<file path="src/rtl/report_sequencer.sv">
// Frame sequencer: snapshots NCH channels, feeds each through the shared serial
// bin2bcd converter and hands the resulting ASCII digits, separators and CR LF to TX8.
module report_sequencer #(
    parameter int NCH         = 6,
    parameter int NNARROW     = 3,
    parameter int CONV_CYCLES = 26
) (
    input  logic              clk24M,
    input  logic              rst_n,
    input  logic [NCH*24-1:0] meas_data,
    input  logic              enable,
    output logic              bcd_rst,
    output logic              bcd_in,
    input  logic [31:0]       bcd_out,
    output logic [7:0]        tx_data,
    output logic              tx_start,
    input  logic              tx_busy,
    output logic              frame_busy,
    output logic              frame_done
);

    localparam int CW = 3;
    localparam int KW = 5;
    localparam logic [CW-1:0] LAST_CH = CW'(NCH - 1);
    localparam logic [KW-1:0] LAST_K  = KW'(CONV_CYCLES - 1);

    typedef enum logic [2:0] {
        S_IDLE = 3'd0,
        S_SNAP = 3'd1,
        S_LOAD = 3'd2,
        S_CONV = 3'd3,
        S_SEND = 3'd4,
        S_SEP  = 3'd5,
        S_CR   = 3'd6,
        S_LF   = 3'd7
    } state_t;

    function automatic logic [7:0] digit_ascii(input logic [3:0] nib);
        if (nib < 4'd10) begin
            return 8'h30 + {4'h0, nib};
        end else begin
            return 8'h37 + {4'h0, nib};
        end
    endfunction

    state_t              state_q, state_d;
    logic [CW-1:0]       ch_q, ch_d;
    logic [2:0]          dig_q, dig_d;
    logic [KW-1:0]       k_q, k_d;
    logic [NCH*24-1:0]   snap_q, snap_d;
    logic [31:0]         bcd_reg_q, bcd_reg_d;
    logic [7:0]          tx_data_q, tx_data_d;
    logic                tx_start_q, tx_start_d;
    logic                bcd_rst_q, bcd_rst_d;
    logic                bcd_in_q, bcd_in_d;
    logic                frame_busy_q, frame_busy_d;
    logic                frame_done_q, frame_done_d;

    logic                can_issue_s;
    logic                wide_s;
    logic [2:0]          top_dig_s;
    logic [2:0]          pos_s;
    logic [3:0]          nib_s;
    logic [23:0]         snap_word_s;

    // Digit selection for the channel currently being printed
    always_comb begin
        can_issue_s = !tx_busy && !tx_start_q;
        wide_s      = ({1'b0, ch_q} >= 4'(NNARROW));
        top_dig_s   = wide_s ? 3'd7 : 3'd3;
        pos_s       = top_dig_s - dig_q;
        nib_s       = bcd_reg_q[{pos_s, 2'b00} +: 4];
    end

    // Next-state and byte-issue logic
    always_comb begin
        state_d      = state_q;
        ch_d         = ch_q;
        dig_d        = dig_q;
        k_d          = k_q;
        snap_d       = snap_q;
        bcd_reg_d    = bcd_reg_q;
        tx_data_d    = tx_data_q;
        tx_start_d   = 1'b0;
        frame_done_d = 1'b0;
        case (state_q)
            S_IDLE: begin
                if (enable) begin
                    state_d = S_SNAP;
                end else begin
                    state_d = S_IDLE;
                end
            end
            S_SNAP: begin
                snap_d  = meas_data;
                ch_d    = {CW{1'b0}};
                state_d = S_LOAD;
            end
            S_LOAD: begin
                k_d     = {KW{1'b0}};
                dig_d   = 3'd0;
                state_d = S_CONV;
            end
            S_CONV: begin
                if (k_q == LAST_K) begin
                    bcd_reg_d = bcd_out;
                    dig_d     = 3'd0;
                    state_d   = S_SEND;
                end else begin
                    k_d = k_q + 5'd1;
                end
            end
            S_SEND: begin
                if (can_issue_s) begin
                    tx_start_d = 1'b1;
                    tx_data_d  = digit_ascii(nib_s);
                    if (dig_q == top_dig_s) begin
                        dig_d   = 3'd0;
                        state_d = (ch_q == LAST_CH) ? S_CR : S_SEP;
                    end else begin
                        dig_d = dig_q + 3'd1;
                    end
                end else begin
                    state_d = S_SEND;
                end
            end
            S_SEP: begin
                if (can_issue_s) begin
                    tx_start_d = 1'b1;
                    tx_data_d  = 8'h2C;
                    ch_d       = ch_q + 3'd1;
                    state_d    = S_LOAD;
                end else begin
                    state_d = S_SEP;
                end
            end
            S_CR: begin
                if (can_issue_s) begin
                    tx_start_d = 1'b1;
                    tx_data_d  = 8'h0D;
                    state_d    = S_LF;
                end else begin
                    state_d = S_CR;
                end
            end
            S_LF: begin
                if (can_issue_s) begin
                    tx_start_d   = 1'b1;
                    tx_data_d    = 8'h0A;
                    frame_done_d = 1'b1;
                    // enable is only looked at here and in IDLE, so frames never truncate
                    state_d      = enable ? S_SNAP : S_IDLE;
                end else begin
                    state_d = S_LF;
                end
            end
            default: begin
                state_d = S_IDLE;
            end
        endcase
    end

    // Converter-side and status outputs, precomputed for the upcoming cycle
    always_comb begin
        snap_word_s = 24'h0;
        for (int c = 0; c < NCH; c++) begin
            snap_word_s = (ch_d == CW'(c)) ? snap_q[c*24 +: 24] : snap_word_s;
        end
        bcd_in_d     = ((state_d == S_CONV) && (k_d < 5'd24)) ? snap_word_s[5'd23 - k_d] : 1'b0;
        bcd_rst_d    = (state_d != S_CONV);
        frame_busy_d = (state_d != S_IDLE);
    end

    // State and output registers with synchronous active-low reset
    always_ff @(posedge clk24M) begin
        if (!rst_n) begin
            state_q      <= S_IDLE;
            ch_q         <= {CW{1'b0}};
            dig_q        <= 3'd0;
            k_q          <= {KW{1'b0}};
            snap_q       <= {(NCH*24){1'b0}};
            bcd_reg_q    <= 32'h0;
            tx_data_q    <= 8'h20;
            tx_start_q   <= 1'b0;
            bcd_rst_q    <= 1'b1;
            bcd_in_q     <= 1'b0;
            frame_busy_q <= 1'b0;
            frame_done_q <= 1'b0;
        end else begin
            state_q      <= state_d;
            ch_q         <= ch_d;
            dig_q        <= dig_d;
            k_q          <= k_d;
            snap_q       <= snap_d;
            bcd_reg_q    <= bcd_reg_d;
            tx_data_q    <= tx_data_d;
            tx_start_q   <= tx_start_d;
            bcd_rst_q    <= bcd_rst_d;
            bcd_in_q     <= bcd_in_d;
            frame_busy_q <= frame_busy_d;
            frame_done_q <= frame_done_d;
        end
    end

    assign bcd_rst    = bcd_rst_q;
    assign bcd_in     = bcd_in_q;
    assign tx_data    = tx_data_q;
    assign tx_start   = tx_start_q;
    assign frame_busy = frame_busy_q;
    assign frame_done = frame_done_q;

endmodule
</file>
<file path="config.mk">
export PLATFORM = sky130hd
export DESIGN_NAME = report_sequencer
export DESIGN_NICKNAME = d
export VERILOG_FILES = /design/src/rtl/report_sequencer.sv
export SDC_FILE = /design/constraint.sdc
export NUM_CORES = 1
export LEC_CHECK = 0
export CELL_PAD_IN_SITES_DETAIL_PLACEMENT = 0
export CELL_PAD_IN_SITES_GLOBAL_PLACEMENT = 2
export CORE_UTILIZATION = 28
export CTS_CLUSTER_DIAMETER = 40
export DETAILED_ROUTE_END_ITERATION = 8
export GPL_ROUTABILITY_DRIVEN = 0
export PLACE_DENSITY = 0.83
export SYNTH_ARGS = -nofsm -noshare
export SYNTH_HDL_FRONTEND = slang
export SYNTH_SLANG_ARGS = --single-unit
</file>
<file path="constraint.sdc">
create_clock -name clk24M -period 4.1 [get_ports clk24M]
set_input_delay 0.41 -clock clk24M [delete_from_list [all_inputs] [get_ports clk24M]]
set_output_delay 0.41 -clock clk24M [all_outputs]
set_load 0.03 [all_outputs]
</file>
; After elaboration in Yosys (flattened, before gate mapping)
; Cells that the tools add are included.
[word_totals]
wordCells = 95
input_bits = 180
reg_bits = 203
output_inout_bits = 13
[op_classes]
shifts = 1
magnitude_cmp = 4
n_mux = 33
n_reduce_logical = 16
addsub = 7
n_eq_ne = 22
[op_table]
columns = op, count
row1 = $mux 24, 6
row2 = $mux 8, 4
row3 = $pmux 8 s4, 1
row4 = $shiftx 32x6->4, 1
row5 = $mux 3, 10
row6 = $pmux 3 s8, 1
row7 = $eq 3x3->1 const B, 7
row8 = $eq 3x2->1 const B, 5
row9 = $add 6x4->7 const A, 2
row10 = $ne 2x2->1 const B, 5
row11 = $pmux 5 s2, 1
row12 = $pmux 3 s3, 1
row13 = $reduce_and 2->1, 4
row14 = $mux 7, 1
row15 = $add 3x1->3 const B, 2
row16 = $eq 3x1->1 const B, 2
row17 = $logic_not 3->1, 2
row18 = $lt 5x6->1 const B, 1
row19 = $pmux 3 s2, 1
row20 = $reduce_bool 3->1, 2
row21 = $add 5x1->5 const B, 1
row22 = $bmux 1 s5, 1
row23 = $eq 5x5->1 const B, 1
row24 = $lt 5x5->1 const B, 1
row25 = 15 further kinds, 20

; Logic depth before layout (Yosys ltp)
; Gate-level depths: netlist (run 1).
[logic_depth]
depth_word = 13
depth_mapped = 12
depth_no_buf = 11

; Least setup slack after synthesis (run 1)
; OpenSTA, ideal clock, no wires.
[synth_timing]
kind = flip-flop to flip-flop
startpoint = register ch_q[0]
endpoint = register tx_data_q[2] (netlist: tx_data[2])
path_slack_ps = 1133
arrival_ps = 2845
stages_incl_launch_ff = 12
path_cell_list = dfxtp_1 > ha_1 > ha_1 > a211oi_1 > xnor2_2 > mux4_2 > mux2i_1 > a21oi_1 > nand2_1 > xor2_1 > a221oi_1 > nor2_1
[synth_between]
elab_chain_len = 8
[synth_rtl]
columns = element, line
row1 = start: declaration, 47  ; logic [CW-1:0] ch_q, ch_d;
row2 = start signal: assignment, 178  ; ch_q <= {CW{1'b0}};
row3 = start signal: assignment, 191  ; ch_q <= ch_d;
row4 = $ge 3x2->1 (*), 69  ; wide_s = ({1'b0, ch_q} >= 4'(NNARROW));
row5 = $mux 3 (*), 70  ; top_dig_s = wide_s ? 3'd7 : 3'd3;
row6 = $sub 3x3->3 (*), 71  ; pos_s = top_dig_s - dig_q;
row7 = $shiftx 32x6->4 (*), 72  ; nib_s = bcd_reg_q[{pos_s, 2'b00} +: 4];
row8 = $add 6x4->7 (tied with other cells), 42  ; return 8'h37 + {4'h0, nib};
row9 = $mux 7 (*), 39  ; if (nib < 4'd10) begin
row10 = $mux 8 (*), 114  ; if (can_issue_s) begin
row11 = $pmux 8 s4 (*), 86  ; case (state_q)
row12 = end signal: assignment, 196  ; tx_data_q <= tx_data_d;
row13 = end: declaration, 52  ; logic [7:0] tx_data_q, tx_data_d;
; Mark *: on every way between the ends. The rest lies on a longest branch, timed or not. The select of a mux whose other input is x is not followed.
; A chain may end at the register's enable or synchronous reset.

; Worst setup path in the final report (run 1)
; Ends and elaborated chain as after synthesis.

==> results of run 1 <==
==> path summary, 6_finish.rpt <==
check               end  startpoint  slack [ns]  cells after the start
max          tx_data[2]     ch_q[0]        0.62                     11
min reg2reg  tx_data[6]  tx_data[6]        0.45                      2
min          tx_data[6]  tx_data[6]        0.45                      2
max reg2reg  tx_data[2]     ch_q[0]        0.62                     11
==> per-stage QoR <==
stage	area, sq um	hold slack (ns)	setup slack (ns)
2_1_floorplan	9040	0.433	1.13
3_3_place_gp	11300	0.440	0.454
3_5_place_dp	11300	0.443	0.385
4_1_cts	12500	0.445	0.568
5_1_grt	12500	0.460	0.301
6_report	12500	0.452	0.622
==> synthesized netlist by cell type (2+ instances only) <==
library cell    n
mux2i_1        23
and2_1          7
o22ai_1         5
nand3_1         9
nand4b_1        2
buf_1           9
buf_2           7
a21o_1          3
or4_1          10
buf_4           5
dfxtp_1       202
nor3_1          9
a21oi_1       255
inv_1           9
a2111oi_0       3
o21ai_0        19
nand3b_1        2
a211oi_1        5
mux4_2          8
ha_1            8
a311o_1         2
clkbuf_1       63
nor2_1         33
o211ai_1        3
o2bb2ai_1       2
nor4_1          4
nand4_1         5
o41ai_1         2
nand2_1       471
buf_6           2
mux2_2          2
nand2b_1        2
==> registers in the layout, summed over array words and instances, names as in the netlist <==
name	cells
bcd_in	1
bcd_reg_q	32
bcd_rst	1
ch_q	3
dig_q	3
frame_busy	1
frame_done	1
k_q	5
snap_q	144
state_q	3
tx_data	7
tx_start	1
==> where the power goes <==
group          internal [W]  switching [W]
combinational      0.000287       0.000337
sequential          0.00208      0.0000872
clock               0.00198        0.00104
total               0.00434        0.00147
==> critical path, stage by stage, from the launching register on <==
cell and delay [ns]:
dfxtp_1 0.38, ha_1 0.23, ha_1 0.18, a211oi_1 0.37, xnor2_2 0.32, mux4_2 0.59, mux2i_1 0.39, a21oi_1 0.26
nand2_1 0.15, xor2_1 0.08, a221oi_1 0.33, nor2_1 0.08
==> cell type report <==
cell class              instances  area share
clock inverters                20      0.0201
well taps                     402      0.0401
inverters                      10     0.00339
multi-input cells             925       0.370
flip-flops and latches        202       0.322
repair buffers                213       0.167
clock buffers                  42      0.0777
==> per-layer routing <==
metal / vias up / wire length [um] / share of wire
li1: 4458 / - / -
met1: 4041 / 13400 / 0.44
met2: 214 / 15500 / 0.50
met3: 47 / 1240 / 0.040
met4: 0 / 631 / 0.021
met5: - / 0 / 0
==> logic make-up (layout without fill, tap and decap cells) <==
family / count (synthesis) / count (layout) / synth area share
other cells: 1 / 1 / 0.000415
flops: 202 / 202 / 0.447
simple gates: 565 / 565 / 0.255
mux: 34 / 34 / 0.0496
xor+xnor: 3 / 3 / 0.00374
buf+inv: 96 / 285 / 0.0446
fa+ha+maj: 8 / 8 / 0.0111
compound gates: 314 / 314 / 0.188
==> flow_metrics.env, run 1 <==
export IMPL_finalClockSkew_ns=0.0139
export IMPL_cp_start_kind="register"
export IMPL_finalWirelength_um=30800
export IMPL_min_period_over_period=0.848
export IMPL_hold_viol=0
export IMPL_synth_top_flop_cell="dfxtp_1"
export IMPL_rsz0062_at_grt="false"
export IMPL_grt_remaining_overflow=0
export IMPL_vias=8760
export IMPL_syn_cell_area_sq_mm=0.00904
export IMPL_die_area_sq_mm=0.0330
export IMPL_ys_seq_area_frac=0.447
export IMPL_clkTransAtPathRegs_ns=0.05
export IMPL_arrival_ns=3.85
export IMPL_max_clock_freq_mhz=288
export IMPL_die_w_um=182
export IMPL_finalMaxSlewViolations=0
export IMPL_ctsRootBufferMaster="clkbuf_16"
export IMPL_power_per_cell_area_mw_per_mm2=463
export IMPL_ant_nets=0
export IMPL_grt_busiest_layer="met2"
export IMPL_drc=0
export IMPL_final_core_util=0.396
export IMPL_grt_total_usage=0.186
export IMPL_synth_avg_cell_area_sq_um=7.39
export IMPL_leakage_nw=4.36
export IMPL_numCtsBuffers=35
export IMPL_dpl_cell_count=1752
export IMPL_grt_first_pass_wirelength_um=47900
export IMPL_tns_ns=0
export IMPL_criticalPathCategory="reg -> reg"
export IMPL_worstPathMaxFanout=9
export IMPL_final_common_cell="nand2_1"
export IMPL_drt_wirelength_per_cell_um=17.0
export IMPL_drive_above_1_share=0.0758
export IMPL_synth_distinct_cells=64
export IMPL_fp_coreArea_sq_mm=0.0316
export IMPL_postCtsHoldBufs=0
export IMPL_ctsResizeCount=0
export IMPL_clock_sinks=202
export IMPL_start_util=0.286
export IMPL_setup_viol_count_final=0
export IMPL_grtUsageMet3=0.0307
export IMPL_ys_ff_latch=202
export IMPL_status="completed"
export IMPL_vias_per_cell=4.83
export IMPL_fin_nets=1575
export IMPL_regArea_sq_mm=0.00404
export IMPL_layout_cells_non_filler=1814
export IMPL_synth_cells=1223
export IMPL_use_met2=0.328
export IMPL_p_total_w=0.00581
export IMPL_grt_pass1_vias=8660
export IMPL_syn_num_nets=1411
export IMPL_synth_top_area_frac=0.447
export IMPL_fin_crit_ns=3.48
export IMPL_use_met1=0.231
export IMPL_yosysTopAreaCell="dfxtp_1"
export IMPL_max_slew_margin=0.247
export IMPL_grt_max_degree=145
export IMPL_synth_area_leaders="dfxtp_1, nand2_1, a21oi_1, clkbuf_1, mux2i_1"
export IMPL_first_iter_violations=540
export IMPL_synth_edf_count=0
export IMPL_die_y_um=182
export IMPL_port_buffers=191
export IMPL_cts_tree="yes"
export IMPL_drt_pass1_iter_count=5
export IMPL_fillCellCount=3313
export IMPL_synthArstFlopShare=0
export IMPL_cts_setup_buffers=0
export IMPL_vdd_drop_max_uv=224
export IMPL_antenna_found_initial=0
export IMPL_hp_class="reg -> reg"
export IMPL_maxCapViolations=0
export IMPL_io_pins=193
export IMPL_yosysWarnings=0
export IMPL_htree_levels=2
export IMPL_clockBufferDepth=3
export IMPL_layout_common_cells="nand2_1, a21oi_1, dfxtp_1"
export IMPL_num_rows=65
export IMPL_hpwl_um=22600
export IMPL_clk_latency_ns=0.50
export IMPL_syn_to_final_growth_pct=38.7
export IMPL_worstMarginPinSlew_ns=1.13
export IMPL_multi_input_area_sq_mm=0.00464
export IMPL_crit_required_ns=4.48
export IMPL_endpoint_kind="register"
export IMPL_diodes=0
No activity file was read; power rests on OpenSTA's default activity.
==> run 2, diff against run 1 <==
Settings changed: CORE_UTILIZATION 28 to 26, PLACE_DENSITY 0.83 to 0.81.
Clock period 4.1 ns to 3.1 ns, I/O delays scaled along.
==> flow_metrics.env, run 2 (same netlist as run 1, synthesis figures left out) <==
export IMPL_hold_slack_ns=0.316
export IMPL_fin_nets=1625
export IMPL_grt_total_usage=0.172
export IMPL_finalWirelength_um=31300
export IMPL_arrival_ns=3.45
export IMPL_die_y_um=188
export IMPL_vias_per_cell=4.72
export IMPL_grt_remaining_overflow=0
export IMPL_drive_above_1_share=0.109
export IMPL_status="completed"
export IMPL_fin_crit_ns=3.02
export IMPL_maxCapViolations=0
export IMPL_postCtsHoldBufs=0
export IMPL_endpoint_kind="register"
export IMPL_syn_to_final_growth_pct=43.0
export IMPL_num_rows=67
export IMPL_post_dp_cell_area_sq_mm=0.0118
export IMPL_io_pins=193
export IMPL_htree_levels=1
export IMPL_finalInstanceArea_sq_mm=0.0129
export IMPL_port_buffers=191
export IMPL_drt_wirelength_per_cell_um=16.4
export IMPL_p_seq_frac=0.398
export IMPL_grt_max_degree=145
export IMPL_clock_sinks=202
export IMPL_grt_first_pass_wirelength_um=48200
export IMPL_top_register="snap_q"
export IMPL_clk_latency_ns=0.54
export IMPL_die_area_sq_mm=0.0355
export IMPL_ant_nets=0
export IMPL_largest_reg_flops=144
export IMPL_setup_viol_count_final=0
export IMPL_diodes=0
export IMPL_hp_class="in -> reg"
export IMPL_worstPathMaxFanout=7
export IMPL_clockBufferDepth=3
export IMPL_min_period_over_period=0.974
export IMPL_fp_coreArea_sq_mm=0.0339
export IMPL_finalMaxSlewViolations=0
export IMPL_fillCellCount=3597
export IMPL_antenna_found_initial=0
export IMPL_max_clock_freq_mhz=331
export IMPL_vias=9000
export IMPL_ctsRootBufferMaster="clkbuf_16"
export IMPL_clkPwrFrac=0.483
export IMPL_power_per_cell_area_mw_per_mm2=557
export IMPL_final_common_cell="nand2_1"
export IMPL_numCtsBuffers=30
export IMPL_internal_power_w=0.00533
export IMPL_tns_ns=0
export IMPL_drc=0
export IMPL_p_sw_frac=0.261
export IMPL_start_util=0.267
export IMPL_regArea_sq_mm=0.00404
export IMPL_crit_required_ns=3.53
export IMPL_vdd_drop_max_uv=382
export IMPL_multi_input_area_sq_mm=0.00465
export IMPL_grt_pass1_vias=8905
export IMPL_clkTransAtPathRegs_ns=0.06
export IMPL_finalClockSkew_ns=0.00918
export IMPL_hpwl_um=23400
export IMPL_max_slew_margin=0.407
export IMPL_cp_start_kind="register"
export IMPL_p_switching_w=0.00188
export IMPL_leakage_nw=4.56
export IMPL_criticalPathCategory="reg -> reg"
export IMPL_cts_tree="yes"
export IMPL_first_iter_violations=599
export IMPL_hold_viol=0
export IMPL_worstMarginPinSlew_ns=0.890
export IMPL_die_w_um=188
export IMPL_layout_common_cells="nand2_1, a21oi_1, dfxtp_1"
export IMPL_p_comb_frac=0.119
export IMPL_drt_pass1_iter_count=5
-- run 2: cell type report --
type,count,share of cell area
repair buffers,268,0.198
well taps,448,0.0434
clock buffers,35,0.0635
clock inverters,20,0.0184
inverters,10,0.00329
multi-input cells,925,0.360
flip-flops and latches,202,0.313
-- run 2: power by group through the flow --
| stage | clock network [W] | logic, W | registers (W) |
|---|---|---|---|
| final | 0.00348 | 0.000857 | 0.00287 |
| after global routing | 0.00367 | 0.000950 | 0.00288 |
| after CTS | 0.00355 | 0.000865 | 0.00287 |
| after detailed placement | 0 | 0.000861 | 0.00292 |
| after global placement | 0 | 0.000860 | 0.00292 |
| after floorplan | 0 | 0.000440 | 0.00287 |
-- run 2: final timing paths --
check | from | end | slack (ns) | cells past startpoint
min | meas_data[73] | snap_q[73] | 0.32 | 3
max | tx_start | bcd_in | 0.08 | 9
max reg2reg | tx_start | bcd_in | 0.08 | 9
min reg2reg | bcd_reg_q[22] | bcd_reg_q[22] | 0.45 | 2
-- run 2: routing by layer --
layer,GRT usage,routed length (um),share of wire
met1,0.216,13900,0.44
met2,0.301,15200,0.49
met3,0.0278,1290,0.041
met4,0.0530,901,0.029
met5,0,0,0
-- run 2: worst max-delay path, stage by stage (launching register included) --
cell and delay, ns:
dfxtp_1 0.35, or4b_4 0.54, mux2_4 0.29, o21ai_4 0.30, mux2i_1 0.25, o22ai_1 0.12, a2111oi_1 0.52, a2111oi_2 0.09
a41oi_1 0.23, and4bb_1 0.21
-- run 2: through the flow --
step | worst slack, ns | power, W | utilization | std cells
CTS | 0.0430 | 0.00728 | 0.381 | 1906
global route | -0.0763 | 0.00750 | 0.382 | 1908
finish | 0.0813 | 0.00720 | 0.382 | 1908
global placement | -0.186 | 0.00378 | 0.349 | 1851
floorplan | 0.133 | 0.00331 | - | 1223
detailed placement | -0.238 | 0.00378 | 0.349 | 1851
-- run 2: repair_timing --
action,CTS,global route
setup endpoints to repair,1,2
buffers inserted,0,2
pin swaps,0,2
resized for setup,1,4
==> run 3, diff against run 2 <==
Settings changed: PLACE_DENSITY 0.81 to 0.77.
==> flow_metrics.env, run 3 (same netlist as run 1, synthesis figures left out) <==
export IMPL_min_delay_start="meas_data[59]"
export IMPL_diodes=0
export IMPL_leakage_nw=4.67
export IMPL_hold_viol=0
export IMPL_cp_start_kind="register"
export IMPL_worstRegToRegCells=11
export IMPL_num_rows=67
export IMPL_die_y_um=188
export IMPL_ctsRootBufferMaster="clkbuf_16"
export IMPL_worstMarginPinSlew_ns=0.702
export IMPL_vias_per_cell=4.69
export IMPL_finalInstanceArea_sq_mm=0.0132
export IMPL_antenna_found_initial=0
export IMPL_port_buffers=191
export IMPL_finalMaxSlewViolations=0
export IMPL_max_slew_margin=0.532
export IMPL_worstPathMaxFanout=6
export IMPL_crit_required_ns=3.48
export IMPL_final_common_cell="nand2_1"
export IMPL_clk_latency_ns=0.50
export IMPL_vdd_drop_max_uv=298
export IMPL_die_area_sq_mm=0.0355
export IMPL_final_core_util=0.389
export IMPL_start_util=0.267
export IMPL_power_per_cell_area_mw_per_mm2=569
export IMPL_worstSetupStartpoint="state_q[1]"
export IMPL_min_to="snap_q[59]"
export IMPL_drc=0
export IMPL_rr_endpoint="bcd_in"
export IMPL_clkTransAtPathRegs_ns=0.05
export IMPL_numCtsBuffers=35
export IMPL_grt_busiest_layer="met2"
export IMPL_grt_first_pass_wirelength_um=49000
export IMPL_syn_to_final_growth_pct=45.8
export IMPL_postCtsHoldBufs=0
export IMPL_layout_common_cells="nand2_1, a21oi_1, dfxtp_1"
export IMPL_cts_tree="yes"
export IMPL_use_met2=0.317
export IMPL_maxCapViolations=0
export IMPL_fp_coreArea_sq_mm=0.0339
export IMPL_ant_nets=0
export IMPL_finalClockSkew_ns=0.0137
export IMPL_grt_max_degree=76
export IMPL_fillCellCount=3635
export IMPL_r2r_setup_slack_ns=0.14
export IMPL_max_clock_freq_mhz=338
export IMPL_grtUsageMet3=0.0279
export IMPL_io_pins=193
export IMPL_min_period_over_period=0.954
export IMPL_post_dp_cell_area_sq_mm=0.0119
export IMPL_top_register="snap_q"
export IMPL_drive_above_1_share=0.120
export IMPL_arrival_ns=3.34
export IMPL_endpoint_kind="register"
export IMPL_grt_total_usage=0.177
export IMPL_finalWirelength_um=31700
export IMPL_criticalPathCategory="reg -> reg"
export IMPL_hp_class="in -> reg"
export IMPL_r2r_start="state_q[1]"
export IMPL_clock_sinks=202
export IMPL_grt_remaining_overflow=0
export IMPL_hold_path_depth=3
export IMPL_grt_pass1_vias=9119
export IMPL_hold_slack_ns=0.357
export IMPL_drt_pass1_iter_count=5
export IMPL_die_w_um=188
export IMPL_use_met1=0.216
export IMPL_fin_crit_ns=2.96
export IMPL_largest_reg_flops=144
export IMPL_drt_wirelength_per_cell_um=16.5
export IMPL_fin_nets=1638
export IMPL_clockBufferDepth=3
export IMPL_first_iter_violations=474
export IMPL_status="completed"
export IMPL_vias=9017
export IMPL_hpwl_um=23500
export IMPL_setup_viol_count_final=0
export IMPL_htree_levels=2
export IMPL_tns_ns=0
-- run 3: how the worst max path moves through the flow --
stage / to / slack (ns) / cells past startpoint
after detailed placement: bcd_in / -0.23 / 11
after floorplan: tx_data[2] / 0.13 / 11
after global routing: bcd_in / -0.02 / 12
after global placement: bcd_in / -0.20 / 11
after CTS: bcd_in / 0.02 / 10
final: bcd_in / 0.14 / 11
-- run 3: cell type report --
cell class | count | area [sq um] | area share
clock buffer | 42 | 932 | 0.0707
tap | 448 | 561 | 0.0425
timing repair buffer | 276 | 2700 | 0.205
multi-input combinational | 925 | 4680 | 0.355
sequential | 202 | 4050 | 0.307
clock inverter | 20 | 214 | 0.0162
inverter | 10 | 42.5 | 0.00323
-- run 3: worst max-delay path, stage by stage, from the launching register on --
cell,delay [ns]
dfxtp_2,0.35
or4b_4,0.54
mux2_4,0.29
o21ai_4,0.20
buf_12,0.14
buf_12,0.10
mux2i_1,0.19
o22ai_1,0.13
a2111oi_2,0.38
a2111oi_2,0.09
a41oi_1,0.22
and4bb_1,0.21
-- run 3: per-stage QoR --
step           cells  total power [W]  worst slack (ns)
6_report        1923          0.00750             0.143
5_1_grt         1923          0.00783           -0.0191
4_1_cts         1919          0.00760            0.0204
3_5_place_dp    1857          0.00381            -0.228
3_3_place_gp    1857          0.00381            -0.195
2_1_floorplan   1223          0.00331             0.133
-- run 3: routing by layer --
| metal | up-vias | wire (um) |
|---|---|---|
| met5 | - | 0 |
| met4 | 0 | 634 |
| met3 | 44 | 1370 |
| met2 | 215 | 16000 |
| met1 | 4169 | 13600 |
| li1 | 4589 | - |
-- run 3: power breakdown --
part	internal [W]	leakage, nW	switching [W]	total (W)
clock network	0.00241	0.556	0.00133	0.00374
logic	0.000431	2.47	0.000457	0.000888
registers	0.00275	1.64	0.000115	0.00287
-- run 3: what timing repair did --
item / in CTS / in global routing
setup buffers: 0 / 4
resized for setup: 0 / 21
endpoints found under the setup margin: 0 / 2
